[config.mk]
export PLATFORM = sky130hd
export DESIGN_NAME = range_ctrl
export DESIGN_NICKNAME = d
export VERILOG_FILES = /design/src/rtl/range_ctrl_pkg.sv /design/src/rtl/key_repeat.sv /design/src/rtl/range_ctrl.sv
export SDC_FILE = /design/constraint.sdc
export NUM_CORES = 1
export LEC_CHECK = 0
export ABC_AREA = 1
export CAP_MARGIN = 40
export CELL_PAD_IN_SITES_DETAIL_PLACEMENT = 1
export CELL_PAD_IN_SITES_GLOBAL_PLACEMENT = 1
export CORE_MARGIN = 2
export CORE_UTILIZATION = 37
export DETAILED_ROUTE_END_ITERATION = 6
export PLACE_DENSITY_LB_ADDON = 0.1
export SETUP_SLACK_MARGIN = 0.4
export SYNTH_ARGS = -nofsm -noshare
export SYNTH_HDL_FRONTEND = slang
export SYNTH_HIERARCHICAL = 1
export SYNTH_SLANG_ARGS = --single-unit
[constraint.sdc]
create_clock -name clk -period 3.3 [get_ports clk]
set_clock_uncertainty 0.15 [all_clocks]
set_input_delay 0.495 -clock clk [delete_from_list [all_inputs] [get_ports clk]]
set_output_delay 0.495 -clock clk [all_outputs]
set_load 0.05 [all_outputs]
[src/rtl/range_ctrl_pkg.sv]
// range_ctrl_pkg: sequencer state encoding and pushbutton bit positions shared by
// range_ctrl and its testbench.
package range_ctrl_pkg;

   typedef enum logic [2:0] {
      IDLE,
      LAUNCH,
      WAIT_LOW,
      WAIT_HIGH,
      BROWSE
   } state_t;

   localparam int KEY_INC = 0;
   localparam int KEY_DEC = 1;
   localparam int KEY_CLR = 2;
   localparam int KEY_GO  = 3;

endpackage

[src/rtl/key_repeat.sv]
// key_repeat: one active-low pushbutton -> synchronized level, press edge and a step
// strobe that fires on the press and then on every tick once held for HOLD_TICKS ticks.
module key_repeat #(
   parameter int HOLD_TICKS = 4
) (
   input  logic clk,
   input  logic rst_n,
   input  logic key_n,
   input  logic tick,
   output logic step
);

   localparam int CNT_BITS = $clog2(HOLD_TICKS + 1);

   logic [1:0]          sync_q;
   logic                prev_q;
   logic                held;
   logic                press;
   logic                repeat_ok;
   logic [CNT_BITS-1:0] hold_cnt;

   // Released level is 1, so a reset never fabricates a press edge.
   always_ff @(posedge clk or negedge rst_n) begin
      if (!rst_n) begin
         sync_q <= 2'b11;
         prev_q <= 1'b1;
      end else begin
         sync_q <= {sync_q[0], key_n};
         prev_q <= sync_q[1];
      end
   end

   assign held      = ~sync_q[1];
   assign press     = prev_q & ~sync_q[1];
   assign repeat_ok = (hold_cnt == CNT_BITS'(HOLD_TICKS));

   // Hold counter saturates at HOLD_TICKS; from then on every tick is a repeat step.
   always_ff @(posedge clk or negedge rst_n) begin
      if (!rst_n) begin
         hold_cnt <= '0;
      end else if (!held) begin
         hold_cnt <= '0;
      end else if (tick && !repeat_ok) begin
         hold_cnt <= hold_cnt + CNT_BITS'(1);
      end
   end

   assign step = press | (held & tick & repeat_ok);

endmodule

[src/rtl/range_ctrl.sv]
// range_ctrl: launches a Collatz `range` run from a pushbutton, waits for done, then
// browses RAM by offset. Optional watchdog enabled with `define RANGE_CTRL_TIMEOUT_EN.
module range_ctrl
   import range_ctrl_pkg::*;
#(
   parameter int TICK_BITS    = 22,
   parameter int HOLD_TICKS   = 4,
   parameter int OFS_BITS     = 8,
   parameter int TIMEOUT_BITS = 24
) (
   input  logic        clk,
   input  logic        rst_n,
   input  logic [3:0]  key_n,
   input  logic [9:0]  sw,
   input  logic        done,
   input  logic [15:0] count_in,
   output logic        go,
   output logic [31:0] start,
   output logic [11:0] n_disp,
   output logic [15:0] count_disp,
   output logic        busy,
   output logic        timeout
);

   state_t                state;
   state_t                state_next;
   logic [TICK_BITS-1:0]  prescaler;
   logic                  tick;
   logic [1:0]            ctl_s1;
   logic [1:0]            ctl_s2;
   logic                  go_prev;
   logic                  go_edge;
   logic                  clr_held;
   logic                  inc_step;
   logic                  dec_step;
   logic                  wd_expired;
   logic [9:0]            base;
   logic [OFS_BITS-1:0]   offset;

   always_ff @(posedge clk or negedge rst_n) begin
      if (!rst_n) prescaler <= '0;
      else        prescaler <= prescaler + TICK_BITS'(1);
   end

   assign tick = (prescaler == '0);

   key_repeat #(.HOLD_TICKS(HOLD_TICKS)) u_inc (
      .clk   (clk),
      .rst_n (rst_n),
      .key_n (key_n[KEY_INC]),
      .tick  (tick),
      .step  (inc_step)
   );

   key_repeat #(.HOLD_TICKS(HOLD_TICKS)) u_dec (
      .clk   (clk),
      .rst_n (rst_n),
      .key_n (key_n[KEY_DEC]),
      .tick  (tick),
      .step  (dec_step)
   );

   // Clear and launch need no auto-repeat: bit 0 is clear, bit 1 is launch.
   always_ff @(posedge clk or negedge rst_n) begin
      if (!rst_n) begin
         ctl_s1  <= 2'b11;
         ctl_s2  <= 2'b11;
         go_prev <= 1'b1;
      end else begin
         ctl_s1  <= {key_n[KEY_GO], key_n[KEY_CLR]};
         ctl_s2  <= ctl_s1;
         go_prev <= ctl_s2[1];
      end
   end

   assign clr_held = ~ctl_s2[0];
   assign go_edge  = go_prev & ~ctl_s2[1];

   always_ff @(posedge clk or negedge rst_n) begin
      if (!rst_n) state <= IDLE;
      else        state <= state_next;
   end

   // WAIT_LOW swallows a done still high from the previous run before looking for the new one.
   always_comb begin
      state_next = state;
      case (state)
         IDLE, BROWSE: if (go_edge) state_next = LAUNCH;
         LAUNCH:       state_next = WAIT_LOW;
         WAIT_LOW:     if (!done) state_next = WAIT_HIGH;
         WAIT_HIGH:    if (done) state_next = BROWSE;
         default:      state_next = IDLE;
      endcase
      if (wd_expired) state_next = IDLE;
   end

   always_ff @(posedge clk or negedge rst_n) begin
      if (!rst_n) begin
         go         <= 1'b0;
         base       <= '0;
         offset     <= '0;
         count_disp <= '0;
      end else begin
         go <= (state_next == LAUNCH);
         if (state_next == LAUNCH) base <= sw;
         if (clr_held)                               offset <= '0;
         else if (state == BROWSE && inc_step)       offset <= offset + OFS_BITS'(1);
         else if (state == BROWSE && dec_step)       offset <= offset - OFS_BITS'(1);
         if (state == BROWSE) count_disp <= count_in;
      end
   end

`ifdef RANGE_CTRL_TIMEOUT_EN
   logic [TIMEOUT_BITS-1:0] wd_cnt;
   logic                    waiting;

   assign waiting    = (state == WAIT_LOW) || (state == WAIT_HIGH);
   assign wd_expired = waiting && (&wd_cnt);

   // Expiry wins over a simultaneous launch press so the flag is never lost.
   always_ff @(posedge clk or negedge rst_n) begin
      if (!rst_n) begin
         wd_cnt  <= '0;
         timeout <= 1'b0;
      end else begin
         if (state == LAUNCH) wd_cnt <= '0;
         else if (waiting)    wd_cnt <= wd_cnt + TIMEOUT_BITS'(1);
         if (wd_expired)      timeout <= 1'b1;
         else if (go_edge)    timeout <= 1'b0;
      end
   end
`else
   assign wd_expired = 1'b0;
   assign timeout    = 1'b0;
`endif

   assign busy   = (state == LAUNCH) || (state == WAIT_LOW) || (state == WAIT_HIGH);
   assign start  = (state == BROWSE) ? 32'(offset) : 32'(base);
   assign n_disp = 12'(base) + 12'(offset);

endmodule

==> metrics.md, run 1 <==
| Metric | Value |
|---|---|
| Hold Path End | `ctl_s2[0]` |
| Post-route minimum period | `between 2 and 3 ns` |
| GP Congestion | `between 0.8 and 0.9` |
| Slew HR | `approximately 65%` |
| Dpl hpwl | `about 8700 um` |
| PD cells | `between 800 and 900 mW/mm^2` |
| Hold depth | `0` |
| Hold Fails Final Rpt | `0` |
| FILL cells | `around 1400` |
| Synth warnings | `6` |
| R2R depth | `18` |
| Initial DRC count | `170` |
| R2R Setup Slk | `around 0.61 ns` |
| Number of global-route vias before repair | `roughly 4000` |
| Hold wc startpoint | `ctl_s1[0]` |
| Sequential area share after synthesis | `between 40 and 50%` |
| Port Buf Inserts | `roughly 70` |
| H-tree depth | `3` |
| Grt ovf | `0` |
| Ratio of cells with drive above 1 in the final layout | `around 16%` |
| GR Util All Layers | `between 10% and 20%` |
| Max Root-Sink Buffers | `2` |
| Critical path data required time | `~2.7 ns` |
| Die height | `between 100 and 150 um` |
| CP arrival | `2.12 ns` |
| Critical setup path kind | `register to output pin` |
| Die W | `112 um` |
| Status | `complete, no violations` |
| #FFs+latches synth | `between 70 and 80` |
| CTS buffer count | `9` |
| Post-place setup slack | `0.335 ns` |
| Design area | `around 0.0057 sq mm` |
| WL final | `11500 um` |
| CP Capture Type | `output pin` |
| RSZ-0062 raised after global routing | `true` |
| Post-Route Utilization | `between 40 and 50%` |
| Initial core utilization | `a little under two fifths` |
| Largest net degree at the start of global routing | `49` |
| Syn avg cell area | `between 7 and 8 sq um` |
| Residual DRC | `0` |
| Startpoint class of the critical path | `register` |
| Placeable Area | `0.0114 sq mm` |
| Crit Path Max Fanout | `4` |
| Most frequent cells in the layout | `202 x nand2_1, 63 x dfrtp_1, 52 x clkdlybuf4s50_1` |
| Final net count | `approximately 690` |
| DR WL/cell | `~15 um` |
| Rows | `39` |
| Max-cap violation count | `0` |
| Static Leak | `roughly 2.8 nW` |
| Area Growth Syn to Fin | `31.4%` |
| Final Cycle Share | `approximately 84%` |
| Final hold slack | `0.206 ns` |
| Worst-path clk slew | `about 0.06 ns` |
| Clock root buffer | `clkbuf_16` |
| Final worst-path setup slack | `approximately 0.53 ns` |
| Peak VDD IR | `roughly 0.47 mV` |
| Worst min path class | `register to register` |
| Total I/O pin count | `96` |
| Yosys cell types | `33` |
| Setup violations, final | `0` |
| DRT Pass-1 Iters | `4` |
| CTS Sinks | `77` |
| N_diodes | `0` |
| Antenna viol nets, final | `0` |
| Post-Syn Area | `approximately 0.0043 sq mm` |
| Pin slew with the least headroom to its limit | `approximately 0.53 ns` |
| Skew-Pair Late Insertion Delay | `~0.34 ns` |
| Initial antenna violation count | `0` |
| Placement Cell Area | `slightly above 0.005 sq mm` |
| CTS tree | `yes` |
| R2R Path End | `offset[6]` |
| Synth Instances | `between 500 and 600` |
| Vias | `around 3800` |
| Average vias per placed instance | `4.84` |
| First-pass GRT wire length | `between 15000 and 20000 um` |
| Commonest non-fill, non-tap cell in the layout | `nand2_1` |
| Startpoint of the worst-slack reg-to-reg timing path | `prescaler[15]` |
| Fin. max-slew vios | `0` |
| Total die area | `roughly 0.013 sq mm` |
| Setup TNS | `0 ns` |
| Achievable Freq | `around 0.36 GHz` |
how the worst max path moves through the flow:
stage,slack [ns],endpoint,from,depth (start not counted)
final,0.53,n_disp[4],offset[0],6
after CTS,0.25,n_disp[10],offset[0],9
after floorplan,0.43,offset[7],prescaler[6],14
after detailed placement,0.34,n_disp[10],offset[0],9
after global placement,0.37,n_disp[10],offset[0],9
after global routing,0.35,offset[7],prescaler[15],18
stage by stage:
step / total power, mW / std cells
5_1_grt: 4.83 / 785
3_3_place_gp: 3.42 / 757
4_1_cts: 4.61 / 775
3_5_place_dp: 3.46 / 758
6_report: 4.58 / 785
2_1_floorplan: 2.78 / 570
final cells by class:
class	count	area, sq um	share of cell area [%]
Multi-Input combinational cell	410	2200	38.7
Sequential cell	77	1940	34.1
Timing Repair Buffer	88	831	14.6
Clock buffer	9	225	3.95
Inverter	51	191	3.36
Tap cell	143	179	3.14
Clock inverter	7	121	2.13
report_power, final:
group	internal, mW	total, mW	switching [mW]
clock	0.744	1.15	0.406
sequential	1.14	1.29	0.152
combinational	0.643	2.14	1.50
timing repair:
action,in CTS,in global routing
buffers inserted,0,9
endpoints found under the setup margin,15,12
hold buffers,1,0
gates resized for setup,26,35
hold endpoints to repair,29,0
cloned,0,1
pin swaps,0,11
synthesized netlist by cell type:
| library cell | number | area, sq um |
|---|---|---|
| clkbuf_1 | 2 | 7.51 |
| nor2_2 | 4 | 25.0 |
| nor3_2 | 1 | 10.0 |
| a21oi_1 | 8 | 40.0 |
| o21ai_0 | 12 | 60.1 |
| inv_1 | 50 | 188 |
| o22ai_1 | 2 | 12.5 |
| nor2_4 | 2 | 22.5 |
| nand2_2 | 6 | 37.5 |
| o211ai_1 | 2 | 15.0 |
| nor2_1 | 40 | 150 |
| o21ai_1 | 1 | 5.00 |
| dfstp_2 | 11 | 289 |
| and3_4 | 1 | 11.3 |
| ha_1 | 20 | 250 |
| o21a_1 | 1 | 7.51 |
| nand3_1 | 33 | 165 |
| o32ai_1 | 1 | 8.76 |
| xor2_1 | 16 | 140 |
| fa_1 | 2 | 40.0 |
| nand3b_1 | 3 | 22.5 |
| buf_2 | 6 | 30.0 |
| nand2_1 | 204 | 766 |
| nor3_1 | 4 | 20.0 |
| inv_2 | 1 | 3.75 |
| xnor2_1 | 6 | 52.6 |
| buf_4 | 24 | 180 |
| o31ai_1 | 1 | 7.51 |
| nand4_1 | 11 | 68.8 |
| nor4_1 | 2 | 12.5 |
| dfrtp_1 | 66 | 1650 |
| nand3_2 | 3 | 30.0 |
| conb_1 | 1 | 3.75 |
layer usage:
layer / vias up / wire length (um) / track usage (%)
li1: 1859 / - / -
met3: 14 / 377 / 2.70
met1: 1856 / 5140 / 24.5
met4: 0 / 184 / 7.07
met5: - / 0 / 0
met2: 74 / 5820 / 33.1
flip-flops by register name, summed over array words and instances, names as in the netlist:
name            cells
u_dec/prev_q        1
ctl_s2              2
state               3
ctl_s1              2
u_inc/prev_q        1
prescaler          22
u_inc/hold_cnt      3
base               10
go_prev             1
u_dec/sync_q        2
u_dec/hold_cnt      3
count_disp         16
offset              8
u_inc/sync_q        2
go                  1
logic make-up after synthesis:
family	count (synthesis)	share of synthesized area [%]
XOR/XNOR	22	4.45
adder cells (fa/ha/maj)	22	6.70
other	1	0.0865
buffers and inverters	83	9.44
flip-flops	77	44.8
AO/OA/AOI/OAI	28	3.61
AND/OR/NAND/NOR	314	30.9
critical path, stage by stage, from the launching register on:
cell	delay, ns
dfrtp_1	0.41
ha_2	0.22
fa_1	0.40
nand3_1	0.12
nand3_2	0.10
xor2_1	0.16
clkdlybuf4s15_2	0.39
Note: power is estimated with default switching activity, not from simulation.
==> inputs of run 2 (changes only) <==
CORE_UTILIZATION = 33   (was 37)
clock period = 2.3 ns   (was 3.3 ns; I/O delays follow)
==> metrics.md, run 2 (same netlist as run 1, synthesis figures left out) <==
| Metric | Value |
|---|---|
| Commonest non-fill, non-tap cell in the layout | `nand2_1` |
| RSZ-0062 raised after global routing | `true` |
| Placement Cell Area | `0.00596 sq mm (+16%)` |
| Internal Power | `4.33 mW (+71%)` |
| Design area | `0.00713 sq mm (+25%)` |
| WL final | `14200 um (+23%)` |
| Max-cap violation count | `0 (unchanged)` |
| Port Buf Inserts | `71 (unchanged)` |
| Vias | `4177 (+9.8%)` |
| Largest registers | `prescaler x22, count_disp x16, base x10` |
| CTS Sinks | `77 (unchanged)` |
| Critical setup path kind | `register to register` |
| Initial core utilization | `34.1% (-3.9 points)` |
| Clock root buffer | `clkbuf_16` |
| Hold Fails Final Rpt | `0 (unchanged)` |
| Status | `complete, but fails checks` |
| Slew HR | `62.2% (-2.3 points)` |
| CTS tree | `yes` |
| Rows | `41 (+5.1%)` |
| FILL cells | `1489 (+5.8%)` |
| Average vias per placed instance | `4.70 (-2.9%)` |
| DR WL/cell | `16.0 um (+9.0%)` |
| NetSw | `3.48 mW (+69%)` |
| Static Leak | `3.38 nW (+20%)` |
| Initial DRC count | `89 (-48%)` |
| Ratio of cells with drive above 1 in the final layout | `36.6% (+21 points)` |
| Die W | `119 um (+5.7%)` |
| Pin slew with the least headroom to its limit | `0.564 ns (+0.0342 ns)` |
| Failing checks | `setup timing` |
| Die height | `119 um (+5.7%)` |
| Max reg flops | `22 (unchanged)` |
| Largest reg by FF count | `prescaler` |
| GP Congestion | `0.825 (-2.8%)` |
| Seq pwr share | `24.3% (-3.9 points)` |
| Cells after DPL | `829 (+9.4%)` |
| Area Growth Syn to Fin | `64.5%` |
| N_diodes | `0 (unchanged)` |
| First-pass GRT wire length | `22600 um (+16%)` |
| Final worst-path setup slack | `-0.282 ns (-0.813 ns)` |
| Final Non-Filler Cells | `888 (+13%)` |
| Peak VDD IR | `0.388 mV (-18%)` |
| Achievable Freq | `roughly 0.39 GHz` |
| Worst min path class | `register to register` |
| Total die area | `0.0141 sq mm (+12%)` |
| Startpoint class of the critical path | `register` |
| Register area | `0.00195 sq mm (+0.39%)` |
| H-tree depth | `3 (unchanged)` |
| Clock network power share | `18.3% (-6.8 points)` |
| Largest net degree at the start of global routing | `34 (-31%)` |
| Residual DRC | `0 (unchanged)` |
| GR Util All Layers | `20.4% (+1.3 points)` |
| CTS buffer count | `9 (unchanged)` |
| Comb pwr share | `57.4% (+11 points)` |
| Worst-path clk slew | `0.06 ns (about the same)` |
| Final Cycle Share | `112%` |
| Most frequent cells in the layout | `167 x nand2_1, 76 x buf_4, 57 x dfrtp_1` |
| Final net count | `766 (+11%)` |
| Area of the multi-input gates | `0.00281 sq mm (+27%)` |
| Fin. max-slew vios | `0 (unchanged)` |
| CP arrival | `2.62 ns (+0.50 ns)` |
| CP Capture Type | `register` |
| Tot Pwr | `7.80 mW (+70%)` |
| Placeable Area | `0.0127 sq mm (+11%)` |
| Dpl hpwl | `9810 um (+12%)` |
| Setup violations, final | `14 (+14)` |
| Initial antenna violation count | `0 (unchanged)` |
| DRT Pass-1 Iters | `4 (unchanged)` |
| Critical path data required time | `2.34 ns (-0.31 ns)` |
| Switching part of the total power | `44.5% (-0.26 points)` |
| Post-route minimum period | `2.58 ns` |
| Number of global-route vias before repair | `4501 (+13%)` |
| Total I/O pin count | `96 (unchanged)` |
| Antenna viol nets, final | `0 (unchanged)` |
| Post-place setup slack | `-0.336 ns (-0.671 ns)` |
| Skew-Pair Late Insertion Delay | `0.34 ns (about the same)` |
| Max Root-Sink Buffers | `2 (unchanged)` |
| PD cells | `1090 mW/mm^2 (+36%)` |
| Crit Path Max Fanout | `5 (+1)` |
| Grt ovf | `0 (unchanged)` |
-- run 2: changes by cell type in the layout (fill, tap and decap cells not counted), sizes merged --
cell	previous run	this run
buf	26	112
clkdlybuf4s50	52	31
inv	53	49
dlygate4sd2	7	17
nand3	36	37
bufinv	3	1
clkinv	2	3
clkbuf	9	12
clkdlybuf4s15	2	0
clkinvlp	0	2
-- run 2: final timing paths --
path | from | to | slack [ns] | cells after the start
min in group asynchronous | rst_n | prescaler[6] | 0.35 | 2
hold / removal | ctl_s1[0] | ctl_s2[0] | 0.20 | 0
setup reg to reg | prescaler[12] | offset[2] | -0.28 | 13
setup / recovery | prescaler[12] | offset[2] | -0.28 | 13
hold reg to reg | ctl_s1[0] | ctl_s2[0] | 0.20 | 0
max in group asynchronous | rst_n | ctl_s1[0] | 0.98 | 3
-- run 2: through the flow --
step	hold slack, ns	setup TNS, ns	util, %
floorplan	-0.101	-0.585	-
global placement	0.177	-0.855	46.8
detailed placement	0.180	-1.34	46.8
CTS	0.208	-2.55	53.9
global route	0.211	-4.55	56.1
finish	0.205	-2.64	56.1
-- run 2: per-layer routing --
layer | global-route usage (%) | up-vias | share of wire (%)
met5 | 0 | - | 0
met3 | 2.75 | 28 | 2.5
met1 | 23.0 | 2059 | 40
met4 | 7.96 | 0 | 2.9
met2 | 38.4 | 78 | 55
li1 | - | 2012 | -
-- run 2: repair_timing --
item                       CTS  global route
hold endpoints to repair    25             0
buffers inserted            25            15
gates cloned                 2             0
pin swaps                   30            34
hold buffers                 1             0
gates resized for setup    110            40
setup endpoints to repair   45            44
-- run 2: power groups by stage --
stage	sequential, mW	combinational, mW	clock (mW)
2_1_floorplan	2.35	1.91	0
3_3_place_gp	1.88	3.88	0
3_5_place_dp	1.89	3.95	0
4_1_cts	1.90	4.32	1.48
5_1_grt	1.94	4.70	1.53
6_report	1.90	4.48	1.43
-- run 2: final cells by class --
| class | instances | share of cell area [%] |
|---|---|---|
| Clock buffer | 12 | 3.46 |
| Clock inverter | 4 | 0.684 |
| Inverter | 51 | 2.89 |
| Multi-Input combinational cell | 411 | 39.3 |
| Sequential cell | 77 | 27.4 |
| Tap cell | 172 | 3.02 |
| Timing Repair Buffer | 161 | 23.2 |
-- run 2: worst max-delay path, cell delays in order (launching register included) --
cell	delay [ns]
dfrtp_1	0.38
nor2_2	0.12
nand3_2	0.09
nor2_2	0.13
nand4_1	0.11
nor2_2	0.14
nand2_2	0.08
o21ai_4	0.19
nand3_4	0.19
ha_4	0.37
buf_4	0.12
buf_6	0.09
xor2_2	0.17
o22ai_2	0.10
